**src/rtl/axi_write_vector_pkg.sv**
```systemverilog
// ------------------------------------------------------------------
// axi_vector_pkg : FSM states and chunk math shared by vector blocks. Rev 1.0
// ------------------------------------------------------------------
`default_nettype none

package axi_vector_pkg;

  typedef enum logic [1:0] {
    IDLE = 2'd0,
    SEND = 2'd1,
    DONE = 2'd2
  } vec_state_t;

  // ceil(len / w) for len >= 0, w >= 1
  function automatic int chunk_count(input int len, input int w);
    return (len + w - 1) / w;
  endfunction

endpackage

`default_nettype wire

```
**src/rtl/axi_write_vector_if.sv**
```systemverilog
// ------------------------------------------------------------------
// axi_stream_if : minimal AXI-Stream bundle (tdata/tvalid/tlast/tready). Rev 1.0
// ------------------------------------------------------------------
`default_nettype none

interface axi_stream_if #(
  parameter int DATA_WIDTH = 8
) ();

  logic [DATA_WIDTH-1:0] tdata;
  logic                  tvalid;
  logic                  tlast;
  logic                  tready;

  modport master (output tdata, output tvalid, output tlast, input tready);
  modport slave  (input tdata, input tvalid, input tlast, output tready);

endinterface

`default_nettype wire

```
**src/rtl/axi_write_vector.sv**
```systemverilog
// ------------------------------------------------------------------
// axi_write_vector : serialises a captured bit vector into AXI-Stream beats. Rev 1.0
// ------------------------------------------------------------------
`default_nettype none

module axi_write_vector
  import axi_vector_pkg::*;
#(
  parameter int MAX_VEC_LENGTH = 64,
  parameter int AXI_DATA_WIDTH = 8
) (
  input  logic                                clk,
  input  logic                                rst_n,
  input  logic                                start,
  input  logic [$clog2(MAX_VEC_LENGTH+1)-1:0] vec_length,
  input  logic [MAX_VEC_LENGTH-1:0]           vec,
  axi_stream_if.master                        data_out,
  output logic                                busy,
  output logic                                done
);

  localparam int LEN_W      = $clog2(MAX_VEC_LENGTH + 1);
  localparam int W          = AXI_DATA_WIDTH;
  localparam int MAX_CHUNKS = chunk_count(MAX_VEC_LENGTH, W);
  localparam int CNT_W      = (MAX_CHUNKS > 1) ? $clog2(MAX_CHUNKS) : 1;
  localparam int PAD_W      = MAX_CHUNKS * W;

  vec_state_t       state;
  logic [PAD_W-1:0] vec_reg;
  logic [CNT_W-1:0] beat_cnt;
  logic [CNT_W-1:0] last_idx;
  logic [CNT_W-1:0] next_cnt;
  logic [LEN_W-1:0] len_clamped;
  logic [PAD_W-1:0] vec_masked;
  int               n_beats;
  logic             handshake;

  // Bits at or above the clamped length are zeroed once at capture time,
  // so every later beat is a plain slice of vec_reg.
  always_comb begin
    len_clamped = (int'(vec_length) > MAX_VEC_LENGTH) ? LEN_W'(MAX_VEC_LENGTH) : vec_length;
    vec_masked  = '0;
    for (int i = 0; i < MAX_VEC_LENGTH; i++) begin
      vec_masked[i] = vec[i] & (i < int'(len_clamped));
    end
    n_beats   = chunk_count(int'(len_clamped), W);
    next_cnt  = beat_cnt + 1'b1;
    handshake = data_out.tvalid && data_out.tready;
  end

  always_ff @(posedge clk) begin
    if (!rst_n) begin
      state           <= IDLE;
      vec_reg         <= '0;
      beat_cnt        <= '0;
      last_idx        <= '0;
      data_out.tdata  <= '0;
      data_out.tvalid <= 1'b0;
      data_out.tlast  <= 1'b0;
      busy            <= 1'b0;
      done            <= 1'b0;
    end else begin
      case (state)
        IDLE: begin
          if (start) begin
            vec_reg  <= vec_masked;
            last_idx <= CNT_W'(n_beats - 1);
            beat_cnt <= '0;
            busy     <= 1'b1;
            if (len_clamped == '0) begin
              state <= DONE;
              done  <= 1'b1;
            end else begin
              state           <= SEND;
              data_out.tvalid <= 1'b1;
              data_out.tdata  <= vec_masked[W-1:0];
              data_out.tlast  <= (n_beats == 1);
            end
          end
        end
        SEND: begin
          if (handshake) begin
            if (beat_cnt == last_idx) begin
              state           <= DONE;
              data_out.tvalid <= 1'b0;
              data_out.tlast  <= 1'b0;
              data_out.tdata  <= '0;
              done            <= 1'b1;
            end else begin
              beat_cnt       <= next_cnt;
              data_out.tdata <= vec_reg[int'(next_cnt)*W +: W];
              data_out.tlast <= (next_cnt == last_idx);
            end
          end
        end
        DONE: begin
          state <= IDLE;
          done  <= 1'b0;
          busy  <= 1'b0;
        end
        default: state <= IDLE;
      endcase
    end
  end

endmodule

`default_nettype wire

```
**src/flat_wrapper.sv**
```systemverilog
// flat-port wrapper written by rule: the top's interface ports become plain ports
module axi_write_vector_flat import axi_vector_pkg::*;
#(
  parameter int MAX_VEC_LENGTH = 64,
  parameter int AXI_DATA_WIDTH = 8
)
  (clk, rst_n, start, vec_length, vec, busy, done, data_out_tdata, data_out_tvalid, data_out_tlast, data_out_tready);
  axi_stream_if #(.DATA_WIDTH((8))) data_out_i ();
  input  logic clk;
  input  logic rst_n;
  input  logic start;
  input  logic [$clog2(MAX_VEC_LENGTH+1)-1:0] vec_length;
  input  logic [MAX_VEC_LENGTH-1:0] vec;
  output logic busy;
  output logic done;
  output wire logic [$bits(data_out_i.tdata)-1:0] data_out_tdata;
  output wire logic [$bits(data_out_i.tvalid)-1:0] data_out_tvalid;
  output wire logic [$bits(data_out_i.tlast)-1:0] data_out_tlast;
  input wire logic [$bits(data_out_i.tready)-1:0] data_out_tready;
  assign data_out_tdata = data_out_i.tdata;
  assign data_out_tvalid = data_out_i.tvalid;
  assign data_out_tlast = data_out_i.tlast;
  assign data_out_i.tready = data_out_tready;
  axi_write_vector #(.MAX_VEC_LENGTH(MAX_VEC_LENGTH), .AXI_DATA_WIDTH(AXI_DATA_WIDTH)) u_core (.clk(clk), .rst_n(rst_n), .start(start), .vec_length(vec_length), .vec(vec), .data_out(data_out_i), .busy(busy), .done(done));
endmodule
```
**config.mk**
```make
export PLATFORM = sky130hd
export DESIGN_NAME = axi_write_vector_flat
export DESIGN_NICKNAME = d
export VERILOG_FILES = /design/src/rtl/axi_write_vector_pkg.sv /design/src/rtl/axi_write_vector_if.sv /design/src/rtl/axi_write_vector.sv /design/src/flat_wrapper.sv
export SDC_FILE = /design/constraint.sdc
export NUM_CORES = 1
export LEC_CHECK = 0
export ABC_CLOCK_PERIOD_IN_PS = 4200
export CAP_MARGIN = 20
export CELL_PAD_IN_SITES_DETAIL_PLACEMENT = 0
export CELL_PAD_IN_SITES_GLOBAL_PLACEMENT = 1
export CORE_MARGIN = 4
export CORE_UTILIZATION = 45
export DETAILED_ROUTE_END_ITERATION = 6
export DONT_BUFFER_PORTS = 1
export PLACE_DENSITY_LB_ADDON = 0.1
export SETUP_SLACK_MARGIN = 0.4
export SYNTH_ARGS = -nofsm -noshare
export SYNTH_HDL_FRONTEND = slang
export SYNTH_SLANG_ARGS = --single-unit
```
**constraint.sdc**
```tcl
create_clock -name clk -period 4.2 [get_ports clk]
set_clock_uncertainty 0.15 [all_clocks]
set_input_delay 0.63 -clock clk [delete_from_list [all_inputs] [get_ports clk]]
set_output_delay 0.63 -clock clk [all_outputs]
set_load 0.01 [all_outputs]
```
==> flow_metrics.tcl <==
set metrics [dict create \
    reg2reg_slack_ns 1.50 \
    fin_tns_setup_ns 0 \
    drc 0 \
    grtUsageTotal 0.231 \
    clk_pin_slew_worst_paths_ns 0.09 \
    num_rows 37 \
    r2r_end "u_core.vec_reg[8]" \
    synthesis.area_sq_um 4710 \
    min-delay-start "rst_n" \
    wirelength_microns 13800 \
    layout.cells.most_common "dfxtp_1" \
    post-cts-setup-buffer-count 0 \
    hold_class "input port to flip-flop" \
    gr-usage-met3 0.0664 \
    fmax_mhz 293 \
    cts_resized 0 \
    slew_headroom 0.353 \
    grt_start_max_net_pins 86 \
    maxCapViolCount 0 \
    ir_worst_vdd_mv 0.184 \
    tightestPinTransition_ns 0.967 \
    wl_per_cell_microns 21.2 \
    worstReg2RegStart "u_core.state[0]" \
    die_y_microns 110 \
    cts_hold_buf 0 \
    stdcell_area_sq_um 4980 \
    critPathCaptureType "flip-flop" \
    synth_edf_count 0 \
    start_util 0.459 \
    critPathRequiredTime_ns 4.31 \
    ys_warn_count 0 \
    place.gp.congestion 0.838 \
    power-per-cell-area_nw_per_um2 351 \
    hold_depth 1 \
    hold_viol_final 0 \
    r2r_cells 5 \
    place_ws_ns 0.431 \
    leakage_nw 1.72 \
    grt_use_met2 0.357 \
    clock_sinks 84 \
    h-tree-depth 3 \
    grt_pass1_wl_microns 21200 \
    drv_slew 0 \
    dpl.hpwl_microns 9750 \
    cts_made_buffers 9 \
    post-route-period-util 0.812 \
    viasPerCell 5.99 \
    fin_crit_ns 3.41 \
    worst_slack_ns 0.790 \
    fp.dieW_microns 110 \
    grt.overflow.total 0 \
    yosysSeqAreaShare 0.357 \
    path_class "input port to flip-flop" \
    drt_iter0_drc 288 \
    grt_pass1_vias 3863 \
    p_total_mw 1.75 \
    vias 3891 \
    layout_common_cells "dfxtp_1, nand2_1, a21boi_0" \
    syn2layout_area_growth_pct 5.63 \
    cts_buffer_depth 2 \
    synthArstFlopShare 0 \
    root_buffer "clkbuf_8" \
    rsz0062_at_grt "no" \
    worstSkewPairLatency_ns 0.35 \
    port_buffers 0 \
    grtUsageMet1 0.313 \
    io_pins 87 \
    status "finished clean" \
    antenna_found_initial 1 \
    cts_tree "done" \
    nNetsFinal 595 \
    drive_above_1_share 0.0877 \
    syn_inst 525 \
    synth_cell_types 58 \
    coreArea_sq_um 10300 \
    setup_violations 0 \
    drt-pass1-iter-count 4 \
    placed_cell_area_sq_um 4780 \
    largest_register_ffs 64 \
    start_kind "input port" \
    crit_fanout 21 \
    synthFlopType "dfxtp_1" \
    die_area_sq_um 12200 \
    ys_ff_latch 84 \
    min_to "u_core.last_idx[2]" \
    grt_most_used_layer "met2" \
    crit_arrival_ns 3.52 \
    drtAntennaViolNets 0 \
    syn_area_per_cell_sq_um 8.98 \
]
where the power goes:
part / switching (mW) / internal, mW
clock network: 0.300 / 0.293
logic: 0.160 / 0.114
registers: 0.0344 / 0.846
total: 0.495 / 1.25
layout make-up:
| cell class | count | area (sq um) |
|---|---|---|
| fillers | 1028 | 5300 |
| multi-input cells | 397 | 2840 |
| flip-flops and latches | 84 | 1680 |
| well taps | 136 | 170 |
| clock buffers | 11 | 141 |
| clock inverters | 5 | 58.8 |
| repair buffers | 6 | 45.0 |
| inverters | 10 | 37.5 |
| diodes | 1 | 2.50 |
Yosys cell counts (all sizes together), types with 2 or more instances:
master,number,area (sq um)
a31oi,3,18.8
o211a,10,100
inv,10,37.5
nor2b,16,100
mux2i,9,90.1
a22oi,6,45.0
nand2b,15,93.8
o211ai,36,270
o21bai,2,15.0
buf,10,65.1
nor3,3,15.0
dfxtp,84,1680
nor3b,2,15.0
nor2,21,86.3
xnor2,7,61.3
nor4,2,27.5
clkbuf,25,93.8
a21oi,13,68.8
ha,12,150
o21ai,22,110
and3,2,12.5
o22ai,10,62.6
xor2,3,33.8
and2,13,81.3
nand3,10,50.1
a21boi,51,383
mux4,16,360
nand2,79,297
a21o,2,22.5
nand3b,2,15.0
a32oi,4,35.0
o2111ai,9,78.8
critical path, stage by stage:
cell and delay (ns):
nand2b_1 0.21, inv_1 0.14, ha_1 0.38, and2_1 0.18, a31oi_1 0.07, nor2_1 0.22, ha_1 0.26, o31a_1 0.16
ha_1 0.22, ha_1 0.25, inv_1 0.08, ha_1 0.16, xor2_1 0.17, xnor2_1 0.13, o21ai_0 0.07, and2_1 0.19
kinds of logic after synthesis:
logic type               after synthesis  share of synthesized area
AO/OA/AOI/OAI                        176                      0.271
XOR/XNOR                              10                     0.0202
adder cells (fa/ha/maj)               12                     0.0318
buffers and inverters                 45                     0.0417
flip-flops                            84                      0.357
multiplexers                          25                     0.0955
other                                  1                   0.000795
AND/OR/NAND/NOR                      172                      0.182
worst max path at each step:
stage,from,cells past startpoint,end
global placement,vec_length[6],16,u_core.last_idx[2]
finish,vec_length[6],16,u_core.last_idx[2]
floorplan,vec_length[4],18,u_core.last_idx[2]
global route,vec_length[6],16,u_core.last_idx[2]
detailed placement,vec_length[6],16,u_core.last_idx[2]
CTS,vec_length[6],16,u_core.last_idx[2]
through the flow:
stage          std cells  hold slack, ns  utilization
3_3_place_gp         633           0.297        0.465
4_1_cts              649           0.239        0.484
3_5_place_dp         633           0.303        0.465
6_report             650           0.262        0.485
2_1_floorplan        526           0.288            -
5_1_grt              650           0.237        0.485
layer usage:
| metal | up-vias | wire length, microns | share of wire |
|---|---|---|---|
| li1 | 1887 | - | - |
| met4 | 0 | 233 | 0.017 |
| met2 | 110 | 6270 | 0.46 |
| met5 | - | 0 | 0 |
| met3 | 19 | 926 | 0.067 |
| met1 | 1875 | 6330 | 0.46 |
Power figures use the tool's default switching activity.
